$ cat src/rtl/mem_arbiter.sv
// rtl/mem_arbiter.sv - two-port round-robin arbiter/sequencer for the single program/data BRAM
// Hides the BRAM registered-read latency behind a req/gnt/done handshake.
module mem_arbiter #(
  parameter int ADDR_W = 16,
  parameter int DATA_W = 16,
  parameter int RD_LAT = 2
) (
  input  logic              clk,
  input  logic              reset,
  input  logic              m0_req,
  input  logic              m0_we,
  input  logic [ADDR_W-1:0] m0_addr,
  input  logic [DATA_W-1:0] m0_wdata,
  output logic              m0_gnt,
  output logic              m0_done,
  output logic [DATA_W-1:0] m0_rdata,
  input  logic              m1_req,
  input  logic              m1_we,
  input  logic [ADDR_W-1:0] m1_addr,
  input  logic [DATA_W-1:0] m1_wdata,
  output logic              m1_gnt,
  output logic              m1_done,
  output logic [DATA_W-1:0] m1_rdata,
  output logic              bram_en,
  output logic              bram_we,
  output logic [ADDR_W-1:0] bram_addr,
  output logic [DATA_W-1:0] bram_wdata,
  input  logic [DATA_W-1:0] bram_rdata,
  output logic              busy
);

  typedef enum logic [1:0] {IDLE, ISSUE, WAIT, DONE} state_t;

  localparam logic [2:0] RD_LAT_C = 3'(RD_LAT);

  state_t            state, state_nxt;
  logic              winner;
  logic              rr_last;
  logic              lat_we;
  logic [ADDR_W-1:0] lat_addr;
  logic [DATA_W-1:0] lat_wdata;
  logic [2:0]        cnt;
  logic [DATA_W-1:0] m0_rdata_q, m1_rdata_q;
  logic              pick_valid;
  logic              pick;

  // On a tie the port that did not win last time is chosen.
  assign pick_valid = m0_req | m1_req;
  assign pick       = m1_req & (~m0_req | ~rr_last);

  always_ff @(posedge clk) begin
    if (reset) state <= IDLE;
    else       state <= state_nxt;
  end

  always_comb begin
    state_nxt = state;
    m0_gnt    = 1'b0;
    m1_gnt    = 1'b0;
    m0_done   = 1'b0;
    m1_done   = 1'b0;
    bram_en   = 1'b0;
    bram_we   = 1'b0;
    case (state)
      IDLE: begin
        if (pick_valid) state_nxt = ISSUE;
      end
      ISSUE: begin
        bram_en   = 1'b1;
        bram_we   = lat_we;
        m0_gnt    = ~winner;
        m1_gnt    = winner;
        state_nxt = WAIT;
      end
      WAIT: begin
        if (cnt == 3'd1) state_nxt = DONE;
      end
      DONE: begin
        m0_done   = ~winner;
        m1_done   = winner;
        state_nxt = IDLE;
      end
      default: state_nxt = IDLE;
    endcase
  end

  always_ff @(posedge clk) begin
    if (reset) begin
      winner     <= 1'b0;
      rr_last    <= 1'b1;
      lat_we     <= 1'b0;
      lat_addr   <= '0;
      lat_wdata  <= '0;
      cnt        <= '0;
      m0_rdata_q <= '0;
      m1_rdata_q <= '0;
    end else begin
      if (state == IDLE && pick_valid) begin
        winner  <= pick;
        rr_last <= pick;
        if (pick) begin
          lat_we    <= m1_we;
          lat_addr  <= m1_addr;
          lat_wdata <= m1_wdata;
        end else begin
          lat_we    <= m0_we;
          lat_addr  <= m0_addr;
          lat_wdata <= m0_wdata;
        end
      end
      if (state == ISSUE)     cnt <= RD_LAT_C;
      else if (state == WAIT) cnt <= cnt - 3'd1;
      // Last WAIT cycle: the BRAM output register now holds the read word.
      if (state == WAIT && cnt == 3'd1 && !lat_we) begin
        if (winner) m1_rdata_q <= bram_rdata;
        else        m0_rdata_q <= bram_rdata;
      end
    end
  end

  assign bram_addr  = lat_addr;
  assign bram_wdata = lat_wdata;
  assign m0_rdata   = m0_rdata_q;
  assign m1_rdata   = m1_rdata_q;
  assign busy       = (state != IDLE);

endmodule

$ cat config.mk
export PLATFORM = sky130hd
export DESIGN_NAME = mem_arbiter
export DESIGN_NICKNAME = d
export VERILOG_FILES = /design/src/rtl/mem_arbiter.sv
export SDC_FILE = /design/constraint.sdc
export NUM_CORES = 1
export LEC_CHECK = 0
export ABC_AREA = 1
export CAP_MARGIN = 20
export CORE_MARGIN = 2
export CORE_UTILIZATION = 44
export CTS_CLUSTER_DIAMETER = 60
export DETAILED_ROUTE_END_ITERATION = 6
export GPL_TIMING_DRIVEN = 0
export PLACE_DENSITY = 0.81
export SKIP_LAST_GASP = 1
export SYNTH_ARGS = -nofsm -noshare
export SYNTH_HDL_FRONTEND = slang
export SYNTH_SLANG_ARGS = --single-unit
$ cat constraint.sdc
create_clock -name clk -period 1.8 [get_ports clk]
set_input_delay 0.36 -clock clk [delete_from_list [all_inputs] [get_ports clk]]
set_output_delay 0.36 -clock clk [all_outputs]
set_load 0.02 [all_outputs]
==> flow_metrics.py <==
metrics = {
    "run_status": {
        "status": "finished clean",
    },
    "layout": {
        "fillerInstances": 756,
        "drive_gt1_share_pct": 7.84,
        "seqCellArea_um2": 1450,
        "multi_input_area_um2": 1750,
        "post-route-util_pct": 67.9,
        "areaGrowthSynthToFinish_pct": 49.2,
        "nets": 930,
        "instances_no_fill": 950,
        "antenna_cells": 0,
    },
    "clocking": {
        "cts_buffer_depth": 2,
        "cts_root_buffer": "clkbuf_8",
        "cts_tree": "built",
        "h-tree-depth": 3,
        "cts_buffers": 9,
        "post_cts_buffers": 0,
        "path_clk_slew_ns": 0.08,
        "cts_num_sinks": 72,
        "clk_latency_ns": 0.34,
    },
    "sta": {
        "slew_headroom_pct": 69.2,
        "final.min_clock_period_ns": 1.76,
        "setup_violations": 0,
        "hold_viol_final": 0,
        "rsz0062_at_grt": "yes",
        "drv_slew": 0,
        "period_share_pct": 97.7,
        "tightest_slew_ns": 0.462,
        "skew_ns": 0.00787,
        "fmax_mhz": 569,
    },
    "floorplanning": {
        "die_area_um2": 9800,
        "die_w_um": 99.0,
        "die_y_um": 99.0,
        "boundaryPins": 157,
        "start_util_pct": 45.5,
        "rows": 34,
        "core_um2": 8720,
    },
    "global_route": {
        "grt_antenna_before_repair": 0,
        "grt_pass1_wl_um": 17100,
        "grt_overflow_total": 0,
        "grt.total_usage_pct": 21.4,
        "grt_pass1_vias": 3982,
        "grt_max_degree": 14,
    },
    "place": {
        "hpwl_um": 8010,
        "port_buffers": 156,
        "numPlacedInstances": 934,
        "place_congestion": 0.826,
    },
    "synthesis": {
        "synth_common_cells": "208 x nand2_1, 157 x inv_1, 133 x nor2_1",
        "synth_top_area_share_pct": 36.3,
        "synthTopCellsByArea": "dfxtp_1 36%, nand2_1 20%, inv_1 15%",
        "synth_area_leader_cell": "dfxtp_1",
        "ys.flop_type": "dfxtp_1",
        "netlist_area_um2": 3970,
        "synthArstFlopShare_pct": 0,
        "ys_warn_count": 0,
        "syn_inst": 670,
        "synth.distinct_cells": 24,
        "ys_ff_latch": 72,
        "syn_avg_cell_area_um2": 5.92,
        "synth_edf_count": 0,
        "syn_nets": 763,
        "yosysMostFrequentCell": "nand2_1",
        "ys_seq_area_share_pct": 36.3,
    },
    "worst_setup_path": {
        "crit_type": "flip-flop to output port",
        "startpoint_type": "flip-flop",
        "cp.required_ns": 1.44,
        "crit_fanout": 4,
        "rr_worst_depth": 8,
        "crit_arrival_ns": 1.40,
        "reg2reg_setup_slack_ns": 0.24,
        "r2r-start": "state[1]",
        "rr_endpoint": "lat_we",
        "cp-end-kind": "output port",
    },
    "power": {
        "ir_drop_mv": 0.639,
        "p_sw_share_pct": 38.2,
        "seqPwrFrac_pct": 32.1,
        "p_int_mw": 4.16,
        "pwr-share-comb_pct": 44.8,
        "power_density_nw_per_um2": 1140,
        "clkPwrFrac_pct": 23.0,
        "leakage_nw": 3.02,
        "p_sw_mw": 2.57,
    },
    "detailed_routing": {
        "via_per_inst": 4.34,
        "vias": 4124,
        "ant_nets": 0,
        "post_drt_wl_per_cell_um": 10.7,
        "dr.pass1.iters": 4,
        "drc_errors": 0,
        "drt-initial-drc-count": 112,
        "wl_um": 10200,
    },
    "min_path": {
        "hold_start": "rr_last",
        "min_to": "rr_last",
        "whs_path_depth": 2,
        "hold_path.class": "flip-flop to flip-flop",
    },
    "flow_run": {
        "cap_violations": 0,
    },
}
area by class of cell:
cell class	count	share of cell area, %
buffer	28	3.11
clock buffer	9	2.09
clock inverter	7	2.03
inverter	164	10.4
multi-input combinational	406	29.5
sequential	72	24.4
tap	108	2.28
timing repair buffer	156	26.2
critical path, stage by stage (launching register included):
cell	delay, ns
dfxtp_2	0.35
inv_1	0.14
ha_2	0.27
inv_1	0.05
clkdlybuf4s15_2	0.25
how the worst max path moves through the flow:
stage,start,to,slack (ns),cells past startpoint
after floorplan,state[1],m0_gnt,0.33,4
after global placement,winner,m1_done,-0.17,4
after detailed placement,winner,m1_done,-0.19,4
after CTS,winner,m1_done,-0.27,4
after global routing,state[1],busy,-0.04,4
final,state[1],busy,0.04,4
power groups by stage:
| stage | combinational (mW) | clock (mW) | sequential (mW) |
|---|---|---|---|
| final | 3.01 | 1.55 | 2.16 |
| after global routing | 3.39 | 1.65 | 2.21 |
| after CTS | 3.04 | 1.58 | 2.16 |
| after floorplan | 1.51 | 0 | 2.50 |
| after detailed placement | 3.04 | 0 | 2.19 |
| after global placement | 2.98 | 0 | 2.17 |
state kept, by name, indices dropped and copies added (netlist names):
register    count
bram_addr      16
bram_wdata     16
m0_rdata       16
m1_rdata       16
cnt             3
state           2
lat_we          1
rr_last         1
winner          1
cell usage in the layout, fill, tap and decap left out, types with 5 or more instances in the layout:
cell type        instances
a21oi_1                  5
buf_2                   10
buf_6                    7
clkbuf_8                 9
clkdlybuf4s50_1        149
dfxtp_1                 69
ha_1                     5
inv_1                  157
inv_2                    7
nand2_1                208
nand3_1                 35
nor2_1                 133
repair_timing:
item | in CTS | in global routing
gates resized for setup | 20 | 6
setup endpoints to repair | 7 | 7
hold buffers | 0 | 0
cloned | 0 | 0
routing by layer:
metal	routed length [µm]	GRT usage, %	share of wire (%)	vias up
met2	4770	38.0	47	160
met5	0	0	0	-
met3	1070	7.30	11	15
met4	184	7.59	1.8	0
li1	-	-	-	2218
met1	4130	23.7	41	1731
through the flow:
step	setup TNS (ns)	area, µm²	setup WS (ns)	hold WS [ns]	total power, mW
2_1_floorplan	0	3970	0.331	0.429	4.01
6_report	0	5920	0.0416	0.473	6.72
4_1_cts	-0.271	5920	-0.271	0.469	6.78
3_5_place_dp	-0.533	5670	-0.188	0.452	5.22
3_3_place_gp	-0.468	5670	-0.170	0.446	5.15
5_1_grt	-0.0494	5920	-0.0365	0.496	7.25
logic make-up (layout without fill, tap and decap cells):
| kind of cell | Yosys count | after routing | synth area share (%) |
|---|---|---|---|
| buffers and inverters | 192 | 364 | 20.1 |
| adders and majority gates | 7 | 7 | 2.21 |
| AOI/OAI and AO/OA | 8 | 8 | 1.32 |
| and+or+nand+nor | 391 | 391 | 40.1 |
| DFF | 72 | 72 | 36.3 |
No activity file was read; power rests on OpenSTA's default activity.
==> RTL edit (same settings) <==
Set the parameter `DATA_W` to 32 (it was 16).
--- a/src/rtl/mem_arbiter.sv
+++ b/src/rtl/mem_arbiter.sv
@@ -3,5 +3,5 @@
 module mem_arbiter #(
   parameter int ADDR_W = 16,
-  parameter int DATA_W = 16,
+  parameter int DATA_W = 32,
   parameter int RD_LAT = 2
 ) (
Ports: changed (6 resized); port bits go from 157 to 253. The function was not compared with the original's and may differ.
==> RTL edit against the original RTL <==
- power increased by 66%
- hold slack improved by 9.4 ps
- count of clock-buffer cells in the layout increased by 14
- combinational power increased by 46%
- wire length increased by 79%
- final area increased by 63%
- area after synthesis increased by 58%
- sequential cell count increased by 48
- non-clock buffer count increased by 118
- first-iteration DRC count increased to 3.2 times the old value
- sequential share of layout area increased by 0.54 points
- clock skew about the same
- worst setup slack got worse by 4.0 ps
- critical path type unchanged
- largest power group unchanged
==> RTL edit: results (changes against the original RTL) <==
| Metric | Value |
|---|---|
| Critical Path Start | `bram_wdata[29]` |
| Hold Slack | `482 ps (+9.38 ps)` |
| Non-clock buffers, area share | `0.286 (-0.00694)` |
| Seq cells post-synth | `120 (+67%)` |
| Max incr delay on CP | `660 ps (+310 ps)` |
| GR Util met2 | `0.420 (+0.0392)` |
| Post-route non-filler standard cell count | `1555 (+64%)` |
| Status | `complete, no violations` |
| Worst-path fanout max | `2 (-2)` |
| Worst-path clk slew | `50 ps (-30 ps)` |
| Clock Latency Late Sink | `420 ps (+80 ps)` |
| Share of post-route cells with drive strength above 1 | `0.0568 (-0.0216)` |
| Skew final | `7.82 ps (-0.0469 ps)` |
| Non-clock inverters | `274 (+67%)` |
| Post-synthesis xor/xnor area fraction | `0 (unchanged)` |
| Initial antenna violation count | `1 (+1)` |
| Largest net degree at the start of global routing | `20 (+6)` |
| Gpl congestion | `0.867 (+4.9%)` |
| Worst path slowest cell | `clkdlybuf4s50_1` |
| CTS root buf | `clkbuf_16` |
| Post-CTS setup buffer count | `0 (unchanged)` |
| PostCTS Resize Cnt | `26 (+30%)` |
| N_diodes | `1 (+1)` |
| Reg area | `2400 sq um (+66%)` |
| FF-to-FF End | `bram_wdata[30]` |
| Worst reg2reg path depth | `7 (-1)` |
| Sequential cell area share | `0.249 (+0.00540)` |
| Final wirelength | `18200 um (+79%)` |
| Placed cell areas | `9020 sq um (+59%)` |
| Worst VDD drop | `0.590 mV (-7.7%)` |
| Nets | `1503 (+62%)` |
| Clock network share of area | `0.0605 (+0.0193)` |
| Vias per inst | `4.27 (-1.6%)` |
| Post-Synth Adder-Cell Area | `0.0140 (-0.00811)` |
| R2r startpoint | `state[0]` |
| Top class by area | `buffers` |
| Multi-In Gates | `647 (+59%)` |
| Top post-synthesis cells by area | `dfxtp_1 38%, nand2_1 20%, inv_1 16%` |
| CTS Buf Count | `17 (+8)` |
| Initial DRC count | `357 (+220%)` |
| Pre-CTS setup slack | `-278 ps (-90.3 ps)` |
| Post-synth top cells | `341 x nand2_1, 271 x inv_1, 218 x nor2_1, 120 x dfxtp_1, 68 x nand3_1` |
| Synth cell types | `20 (-17%)` |
| H-tree lvl count | `4 (+1)` |
| Compound-gate portion of the synthesized area | `0.00718 (-0.00606)` |
| Seq/Total Area, Yosys | `0.383 (+0.0196)` |
| Mapped Cells | `1092 (+63%)` |
| R2R Setup Slk | `160 ps (-80 ps)` |
| Slew margin rel. | `0.668 (-0.0242)` |
| Net Count, Synth | `1233 (+62%)` |
| Vias in the first global route | `6036 (+52%)` |
| First-pass GRT wire length | `27900 um (+63%)` |
| Hpwl dp | `14100 um (+76%)` |
| GRT Util Overall | `0.239 (+0.0249)` |
| Met1 GRT Util | `0.252 (+0.0144)` |
| Count of non-CTS buffers in the layout | `302 (+64%)` |
| Fraction of area in multi-input gates | `0.274 (-0.0213)` |
| Count of input and output buffers | `252 (+62%)` |
| Filler cells | `1257 (+66%)` |
RTL edit: cell types whose count changed in the layout (fill, tap and decap cells not counted), moves of 6 or more:
cell / delta
buf_2: +12
inv_1: +113
clkdlybuf4s50_1: +93
nand2_1: +133
clkbuf_1: +10
clkbuf_16: +17
nor2_1: +84
nand3_1: +31
buf_1: +6
dfxtp_1: +49
RTL edit: worst reg2reg max path, stage by stage, from the launching register on:
cell and delay [ps]:
dfxtp_2 370, inv_1 90, ha_2 220, o21ai_2 170, clkbuf_1 380, nand2_1 160, nand2_1 100, nor2_1 50
RTL edit: per-layer routing:
layer	wire length, um	vias to the layer above
li1	-	3601
met1	7190	2810
met2	9050	202
met3	1660	26
met4	326	0
met5	0	-
RTL edit: cells by family (layout without fill, tap and decap cells):
logic type	Yosys count	after routing
adders and majority gates	7	7
AOI/OAI and AO/OA	8	8
buffers and inverters	325	607
and+or+nand+nor	632	632
other	0	1
DFF	120	120
RTL edit: worst max path at each step:
stage | slack, ps | to
after global placement | -260 | m1_done
after floorplan | 330 | m0_gnt
after detailed placement | -280 | m1_gnt
after CTS | -30 | m1_gnt
final | 40 | bram_wdata[29]
after global routing | -5 | m1_done
RTL edit: power by group through the flow:
stage | sequential [mW] | combinational, mW | clock, mW
2_1_floorplan | 3.98 | 2.04 | 0
3_3_place_gp | 3.45 | 4.32 | 0
3_5_place_dp | 3.47 | 4.38 | 0
4_1_cts | 3.43 | 4.40 | 3.40
5_1_grt | 3.49 | 4.88 | 3.50
6_report | 3.43 | 4.39 | 3.35
